`src/rtl/io_pkg.sv`:
```
// Shared register map constants and byte-enable merge helper for io_ctrl_bank.
package io_pkg;

   localparam int IO_OUT_BASE   = 'h00;
   localparam int IO_IN_BASE    = 'h20;
   localparam int IO_FLAGS_ADDR = 'h30;
   localparam int IO_MASK_ADDR  = 'h31;

   // Widest bus the merge helper handles; narrower words are zero-extended into it.
   localparam int IO_MAX_DW = 128;

   typedef logic [IO_MAX_DW-1:0]   io_word_t;
   typedef logic [IO_MAX_DW/8-1:0] io_be_t;

   function automatic io_word_t be_merge(input io_word_t old_v, input io_word_t new_v,
                                         input io_be_t be);
      io_word_t r;
      r = old_v;
      for (int b = 0; b < IO_MAX_DW/8; b++) begin
         if (be[b]) r[b*8 +: 8] = new_v[b*8 +: 8];
      end
      return r;
   endfunction

endpackage

```
`src/rtl/io_ctrl_bank_if.sv`:
```
// Processor data-memory port into the IO bank: strobed read/write, registered read return.
interface io_ctrl_bank_if #(
   parameter int DATA_WIDTH = 32,
   parameter int ADDR_WIDTH = 6
);
   logic [ADDR_WIDTH-1:0]   io_addr;
   logic                    io_w_en;
   logic                    io_r_en;
   logic [DATA_WIDTH-1:0]   io_wdata;
   logic [DATA_WIDTH/8-1:0] io_be;
   logic [DATA_WIDTH-1:0]   io_rdata;
   logic                    io_rvalid;

   modport master (
      output io_addr, io_w_en, io_r_en, io_wdata, io_be,
      input  io_rdata, io_rvalid
   );

   modport slave (
      input  io_addr, io_w_en, io_r_en, io_wdata, io_be,
      output io_rdata, io_rvalid
   );
endinterface

```
`src/rtl/io_sync_edge.sv`:
```
// Multi-flop synchroniser for one input channel plus rising-edge detect on the synced value.
// rise is combinational from q and the previous q; arm=1 enables detection.
module io_sync_edge #(
   parameter int WIDTH       = 8,
   parameter int SYNC_STAGES = 2
) (
   input  logic             clk,
   input  logic             rst_n,
   input  logic             arm,
   input  logic [WIDTH-1:0] d,
   output logic [WIDTH-1:0] q,
   output logic             rise
);

   logic [WIDTH-1:0] sync_q [SYNC_STAGES];
   logic [WIDTH-1:0] prev_q;

   always_ff @(posedge clk) begin
      if (!rst_n) begin
         for (int s = 0; s < SYNC_STAGES; s++) sync_q[s] <= '0;
         prev_q <= '0;
      end else begin
         sync_q[0] <= d;
         for (int s = 1; s < SYNC_STAGES; s++) sync_q[s] <= sync_q[s-1];
         prev_q <= sync_q[SYNC_STAGES-1];
      end
   end

   assign q    = sync_q[SYNC_STAGES-1];
   assign rise = arm & (|(q & ~prev_q));

endmodule

```
`src/rtl/io_ctrl_bank.sv`:
```
// Memory-mapped IO bank: byte-enabled output registers, synchronised inputs with
// W1C rising-edge flags, interrupt mask and a registered level irq; one-cycle read latency.
module io_ctrl_bank
   import io_pkg::*;
#(
   parameter int DATA_WIDTH  = 32,
   parameter int NUM_OUT     = 4,
   parameter int NUM_IN      = 4,
   parameter int IN_WIDTH    = 8,
   parameter int ADDR_WIDTH  = 6,
   parameter int SYNC_STAGES = 2
) (
   input  logic                          clk,
   input  logic                          rst_n,
   io_ctrl_bank_if.slave                 bus,
   output logic [NUM_OUT*DATA_WIDTH-1:0] out_data,
   input  logic [NUM_IN*IN_WIDTH-1:0]    in_pins,
   output logic                          irq
);

   localparam int ARM_W = $clog2(SYNC_STAGES + 2);

   if (NUM_IN > DATA_WIDTH || NUM_OUT > 16 || SYNC_STAGES < 2 ||
       IN_WIDTH > DATA_WIDTH || DATA_WIDTH > IO_MAX_DW) begin : g_param_check
      $error("io_ctrl_bank: illegal parameter combination");
   end

   logic [DATA_WIDTH-1:0] out_q [NUM_OUT];
   logic [DATA_WIDTH-1:0] out_d [NUM_OUT];
   logic [NUM_IN-1:0]     flags_q, flags_d, mask_q, mask_d, rise_vec, clr;
   logic [IN_WIDTH-1:0]   s_val [NUM_IN];
   logic [ARM_W-1:0]      arm_q, arm_d;
   logic [DATA_WIDTH-1:0] rdata_q, rdata_d, rd_word;
   logic                  rvalid_q, rvalid_d, irq_q, irq_d;
   logic [NUM_OUT-1:0]    hit_out;
   logic                  hit_mask, hit_flags, armed;
   io_word_t              wr_old, merged;
   int                    addr;
   logic                  unused_merged;

   // Edge detection waits until the synchronisers have flushed post-reset state.
   assign armed = (arm_q == '0);

   for (genvar g = 0; g < NUM_IN; g++) begin : g_in
      io_sync_edge #(
         .WIDTH       (IN_WIDTH),
         .SYNC_STAGES (SYNC_STAGES)
      ) u_sync (
         .clk   (clk),
         .rst_n (rst_n),
         .arm   (armed),
         .d     (in_pins[g*IN_WIDTH +: IN_WIDTH]),
         .q     (s_val[g]),
         .rise  (rise_vec[g])
      );
   end

   for (genvar g = 0; g < NUM_OUT; g++) begin : g_out
      assign out_data[g*DATA_WIDTH +: DATA_WIDTH] = out_q[g];
   end

   always_comb begin
      addr    = int'(bus.io_addr);
      wr_old  = '0;
      hit_out = '0;
      for (int i = 0; i < NUM_OUT; i++) begin
         hit_out[i] = (addr == IO_OUT_BASE + i);
         if (hit_out[i]) wr_old = io_word_t'(out_q[i]);
      end
      hit_mask  = (addr == IO_MASK_ADDR);
      hit_flags = (addr == IO_FLAGS_ADDR);
      if (hit_mask) wr_old = io_word_t'(mask_q);
      merged = be_merge(wr_old, io_word_t'(bus.io_wdata), io_be_t'(bus.io_be));

      for (int i = 0; i < NUM_OUT; i++) begin
         out_d[i] = (bus.io_w_en && hit_out[i]) ? merged[DATA_WIDTH-1:0] : out_q[i];
      end
      mask_d = (bus.io_w_en && hit_mask) ? merged[NUM_IN-1:0] : mask_q;

      // A new edge in the same cycle as a W1C keeps the flag set.
      clr = '0;
      for (int j = 0; j < NUM_IN; j++) begin
         clr[j] = bus.io_w_en & hit_flags & bus.io_wdata[j] & bus.io_be[j/8];
      end
      flags_d = (flags_q & ~clr) | rise_vec;

      rd_word = '0;
      for (int i = 0; i < NUM_OUT; i++) begin
         if (hit_out[i]) rd_word = out_q[i];
      end
      for (int i = 0; i < NUM_IN; i++) begin
         if (addr == IO_IN_BASE + i) rd_word = DATA_WIDTH'(s_val[i]);
      end
      if (hit_flags) rd_word = DATA_WIDTH'(flags_q);
      if (hit_mask)  rd_word = DATA_WIDTH'(mask_q);

      rdata_d  = bus.io_r_en ? rd_word : rdata_q;
      rvalid_d = bus.io_r_en;
      irq_d    = |(flags_q & mask_q);
      arm_d    = (arm_q != '0) ? arm_q - 1'b1 : arm_q;
   end

   always_ff @(posedge clk) begin
      if (!rst_n) begin
         for (int i = 0; i < NUM_OUT; i++) out_q[i] <= '0;
         flags_q  <= '0;
         mask_q   <= '0;
         rdata_q  <= '0;
         rvalid_q <= 1'b0;
         irq_q    <= 1'b0;
         arm_q    <= ARM_W'(SYNC_STAGES + 1);
      end else begin
         for (int i = 0; i < NUM_OUT; i++) out_q[i] <= out_d[i];
         flags_q  <= flags_d;
         mask_q   <= mask_d;
         rdata_q  <= rdata_d;
         rvalid_q <= rvalid_d;
         irq_q    <= irq_d;
         arm_q    <= arm_d;
      end
   end

   assign bus.io_rdata  = rdata_q;
   assign bus.io_rvalid = rvalid_q;
   assign irq           = irq_q;
   assign unused_merged = ^merged;

endmodule

```
`src/flat_wrapper.sv`:
```
// flat-port wrapper written by rule: the top's interface ports become plain ports
module io_ctrl_bank_flat import io_pkg::*;
#(
   parameter int DATA_WIDTH  = 32,
   parameter int NUM_OUT     = 4,
   parameter int NUM_IN      = 4,
   parameter int IN_WIDTH    = 8,
   parameter int ADDR_WIDTH  = 6,
   parameter int SYNC_STAGES = 2
)
  (clk, rst_n, out_data, in_pins, irq, bus_io_addr, bus_io_w_en, bus_io_r_en, bus_io_wdata, bus_io_be, bus_io_rdata, bus_io_rvalid);
  io_ctrl_bank_if #(.DATA_WIDTH(DATA_WIDTH), .ADDR_WIDTH(ADDR_WIDTH)) bus_i ();
  input  logic clk;
  input  logic rst_n;
  output logic [NUM_OUT*DATA_WIDTH-1:0] out_data;
  input  logic [NUM_IN*IN_WIDTH-1:0] in_pins;
  output logic irq;
  input wire logic [$bits(bus_i.io_addr)-1:0] bus_io_addr;
  input wire logic [$bits(bus_i.io_w_en)-1:0] bus_io_w_en;
  input wire logic [$bits(bus_i.io_r_en)-1:0] bus_io_r_en;
  input wire logic [$bits(bus_i.io_wdata)-1:0] bus_io_wdata;
  input wire logic [$bits(bus_i.io_be)-1:0] bus_io_be;
  output wire logic [$bits(bus_i.io_rdata)-1:0] bus_io_rdata;
  output wire logic [$bits(bus_i.io_rvalid)-1:0] bus_io_rvalid;
  assign bus_i.io_addr = bus_io_addr;
  assign bus_i.io_w_en = bus_io_w_en;
  assign bus_i.io_r_en = bus_io_r_en;
  assign bus_i.io_wdata = bus_io_wdata;
  assign bus_i.io_be = bus_io_be;
  assign bus_io_rdata = bus_i.io_rdata;
  assign bus_io_rvalid = bus_i.io_rvalid;
  io_ctrl_bank #(.DATA_WIDTH(DATA_WIDTH), .NUM_OUT(NUM_OUT), .NUM_IN(NUM_IN), .IN_WIDTH(IN_WIDTH), .ADDR_WIDTH(ADDR_WIDTH), .SYNC_STAGES(SYNC_STAGES)) u_core (.clk(clk), .rst_n(rst_n), .bus(bus_i), .out_data(out_data), .in_pins(in_pins), .irq(irq));
endmodule
```
`config.mk`:
```
export PLATFORM = sky130hd
export DESIGN_NAME = io_ctrl_bank_flat
export DESIGN_NICKNAME = d
export VERILOG_FILES = /design/src/rtl/io_pkg.sv /design/src/rtl/io_ctrl_bank_if.sv /design/src/rtl/io_sync_edge.sv /design/src/rtl/io_ctrl_bank.sv /design/src/flat_wrapper.sv
export SDC_FILE = /design/constraint.sdc
export NUM_CORES = 1
export LEC_CHECK = 0
export CORE_UTILIZATION = 37
export DETAILED_ROUTE_END_ITERATION = 10
export SKIP_CTS_REPAIR_TIMING = 1
export SKIP_LAST_GASP = 1
export SLEW_MARGIN = 20
export SYNTH_ARGS = -nofsm -noshare
export SYNTH_HDL_FRONTEND = slang
export SYNTH_SLANG_ARGS = --single-unit
```
`constraint.sdc`:
```
create_clock -name clk -period 1.89 [get_ports clk]
set_clock_uncertainty 0.05 [all_clocks]
set_input_delay 0.378 -clock clk [delete_from_list [all_inputs] [get_ports clk]]
set_output_delay 0.378 -clock clk [all_outputs]
set_load 0.05 [all_outputs]
```
==> flow_summary.toml <==
[status]
status = "complete, no violations"

[sta]
tightestPinTransition_ps = 692.9
finalMaxSlewViolations = 0
post-route-period-util_pct = 99.23
rsz0062_at_grt = "yes"
hold_viol_final = 0
finalWorstSetupSlack_ps = 14.52
whs_ps = 127.5
finalSetupViolCount = 0
slew_headroom_pct = 53.20
timing.fmax_ghz = 0.5332
fin_crit_ps = 1875

[yosys]
synth_top_cell_by_area = "dfxtp_1"
synth.area.top_cells = "dfxtp_1 48%, and2_1 5.5%, o211ai_1 4.9%"
yosys_warnings = 0
synth_fa_ha_area_share_pct = 0.1129
synth_area_per_cell_sq_um = 8.772
synth_top_family_by_area = "compound AO/OA/AOI/OAI gates"
synth_cell_type_count = 52
syn_inst = 1263
ys.flop_type = "dfxtp_1"
syn_area_sq_um = 11080
synth_edf_count = 0
synthSimpleGateAreaFrac_pct = 20.80
syn_nets = 1342
ys_async_sr_fraction_pct = 0
synthMuxAreaShare_pct = 1.468
yosys.area.top_type_share_pct = 48.42
synthXorXnorAreaFrac_pct = 0.07905
synth-seq-cells = 268
synth_compound_area_share_pct = 23.41
yosysSeqAreaShare_pct = 48.42

[clock_tree]
clkLatencyLatePin_ps = 550
numCtsBuffers = 30
cts_tree = "done"
cts_buffer_depth = 3
cts_max_level = 1
cts.sinks = 268
clk_pin_slew_worst_paths_ps = 60
cts_root_buf = "clkbuf_16"

[floorplanning]
die_area_sq_um = 30640
chipWidth_microns = 175.0
initial_core_util_pct = 38.09
rows = 62
io_pins = 240
core_sq_um = 29090
die_h_microns = 175.0

[worst_setup_path]
worstPathRequired_ps = 2270
worstRegToRegCells = 5
crit_chain = "clkdlybuf4s50_1 > buf_4 > buf_4 > or2_2 > buf_4 > o31ai_1 > buf_4 > nor3_1 > a22o_1"
crit_path_end_kind = "flop"
slowest_stage = "clkdlybuf4s50_1"
cp.arrival_ps = 2260
cp-start-kind = "input port"
cpPeakStageDelay_ps = 390
critPathMaxFanout = 5
cp_common_cell = "buf_4"
critPathKind = "in2reg"

[power]
p_comb_share_pct = 8.4
pwr_density_cell_nw_per_um2 = 811.4
p_leak_uw = 0.006055
fin_total_pwr_uw = 12410
internal_power_uw = 9512
power.share.switching_pct = 23.32
p_sw_uw = 2893
vdd_drop_max_mv = 0.6672
pwr-share-clk_pct = 44.5
seqPwrFrac_pct = 47.1

[global_routing]
grt_pass1_wl_microns = 56290
grt_antenna_before_repair = 2
grt_max_degree = 129
grt_pass1_vias = 9973
gr-usage-all-layers_pct = 23.22
overflow = 0

[worst_hold_path]
min_path_type = "in2reg"
min_path_cells = 2

[place]
place_hpwl_microns = 25770
pre_cts_slack_ps = -528.1
place.gp.congestion = 0.8619
place_area_sq_um = 14280
portBuffers = 239

[route]
wl_microns = 36050
postRouteAntennaNets = 0
drcViolationCount = 0
drt-initial-drc-count = 851
wl_per_cell_microns = 18.54
drt-vias-per-instance = 5.361
vias = 10420
drtPass1Iterations = 8

[cells_and_area]
nNetsFinal = 1617
postLayoutCoreUtil_pct = 52.56
fin_area_sq_um = 15290
drive_gt1_share_pct = 24.97
area_delta_synth_final_pct = 38.00

[flow_run]
maxCapViolations = 0
[power by group through the flow]
stage	logic [uW]	clock network, uW	registers [uW]
after detailed placement	1030	0	5970
after global routing	1120	5880	5850
after global placement	1020	0	5960
after floorplan	492	0	6030
after CTS	1040	5650	5840
final	1040	5520	5840
[final timing paths]
path	slack [ps]	to	startpoint
worst max-delay path	10	u_core.bus.io_rdata[5]	bus_io_addr[3]
worst min-delay path	130	u_core.flags_q[1]	rst_n
worst max register to register	80	u_core.out_q[2][0]	u_core.out_q[3][0]
worst min register to register	380	u_core.g_in[3].u_sync.sync_q[0][9]	u_core.g_in[3].u_sync.sync_q[0][1]
[placed cells by master (no fill, tap or decap), types with 6 or more instances in the layout]
| master | synthesis | final |
|---|---|---|
| a21boi_0 | 25 | 25 |
| clkinv_2 | 0 | 7 |
| dfxtp_1 | 268 | 268 |
| buf_12 | 0 | 22 |
| o22ai_1 | 20 | 20 |
| o21ai_1 | 20 | 24 |
| o211ai_1 | 73 | 73 |
| nand3_1 | 48 | 48 |
| nor2b_1 | 35 | 34 |
| buf_4 | 4 | 245 |
| nand2_1 | 139 | 138 |
| clkdlybuf4s50_1 | 0 | 72 |
| a2bb2oi_2 | 0 | 23 |
| a21oi_1 | 89 | 89 |
| o21ai_0 | 67 | 63 |
| a211oi_1 | 9 | 8 |
| nor3_2 | 19 | 22 |
| inv_1 | 43 | 43 |
| o31ai_1 | 17 | 17 |
| a31oi_1 | 32 | 32 |
| clkbuf_1 | 59 | 6 |
| a22oi_1 | 6 | 6 |
| and2_1 | 98 | 99 |
| nor3_1 | 11 | 8 |
| clkbuf_16 | 0 | 31 |
| nor3b_1 | 7 | 7 |
| nor2_1 | 54 | 51 |
| clkbuf_8 | 0 | 8 |
[stage by stage]
stage / std cells / setup TNS, ps
2_1_floorplan: 1263 / -70.75
3_3_place_gp: 1890 / -72110
3_5_place_dp: 1890 / -73980
4_1_cts: 1942 / 0
5_1_grt: 1943 / -7.822
6_report: 1944 / 0
[synthesized netlist by cell type, types with 3 or more instances]
cell,number
and2_1,98
nor3b_1,7
dfxtp_1,268
o211a_1,3
o41ai_1,4
a21boi_0,25
clkbuf_1,59
a31oi_1,32
nand3_1,48
a21boi_1,4
nor2_1,54
buf_2,34
and3_1,9
a211oi_1,9
a2bb2oi_1,24
inv_1,43
a21oi_1,89
buf_4,4
o22ai_1,20
nor3_1,11
o21ai_0,67
a22o_1,3
nor2b_1,35
o311a_1,4
nor3_2,19
o211ai_1,73
mux2i_1,5
o31ai_1,17
mux4_2,4
a22oi_1,6
buf_6,4
o21ai_1,20
nand2_1,139
[logic make-up (layout without fill, tap and decap cells)]
group,after synthesis,count (layout)
multiplexers,11,11
XOR/XNOR,1,1
flip-flops,268,268
AND/OR/NAND/NOR,433,433
AO/OA/AOI/OAI,404,404
buffers and inverters,145,440
adder cells (fa/ha/maj),1,1
other,0,2
[cell type report]
class                      instances  area (sq um)
antenna                            2         5.005
clock buffer                      45         908.4
clock inverter                     7         35.03
fill                            2725         13800
inverter                          43         161.4
multi-input combinational        850          5276
sequential                       268          5365
tap                              384         480.5
timing repair buffer             345          3058
[per-layer routing]
layer / track usage [%] / vias up / share of wire [%]
met5: 0 / - / 0.033
met4: 9.094 / 2 / 3.4
met3: 3.329 / 69 / 6.8
met2: 37.85 / 431 / 47
met1: 30.89 / 4892 / 43
li1: - / 5028 / -
[critical path, delay by kind of cell]
family	cells	cell delay, ps
buf+inv	5	1050
simple gates	2	390
compound gates	2	450
[sequential cells by signal (all words and copies together), names as in the netlist]
name                       cells
u_core.g_in.u_sync.prev_q     32
u_core.flags_q                 4
u_core.arm_q                   2
u_core.out_q                 128
u_core.irq                     1
u_core.bus.io_rdata           32
u_core.g_in.u_sync.sync_q     64
u_core.bus.io_rvalid           1
u_core.mask_q                  4
Note: power is estimated with default switching activity, not from simulation.
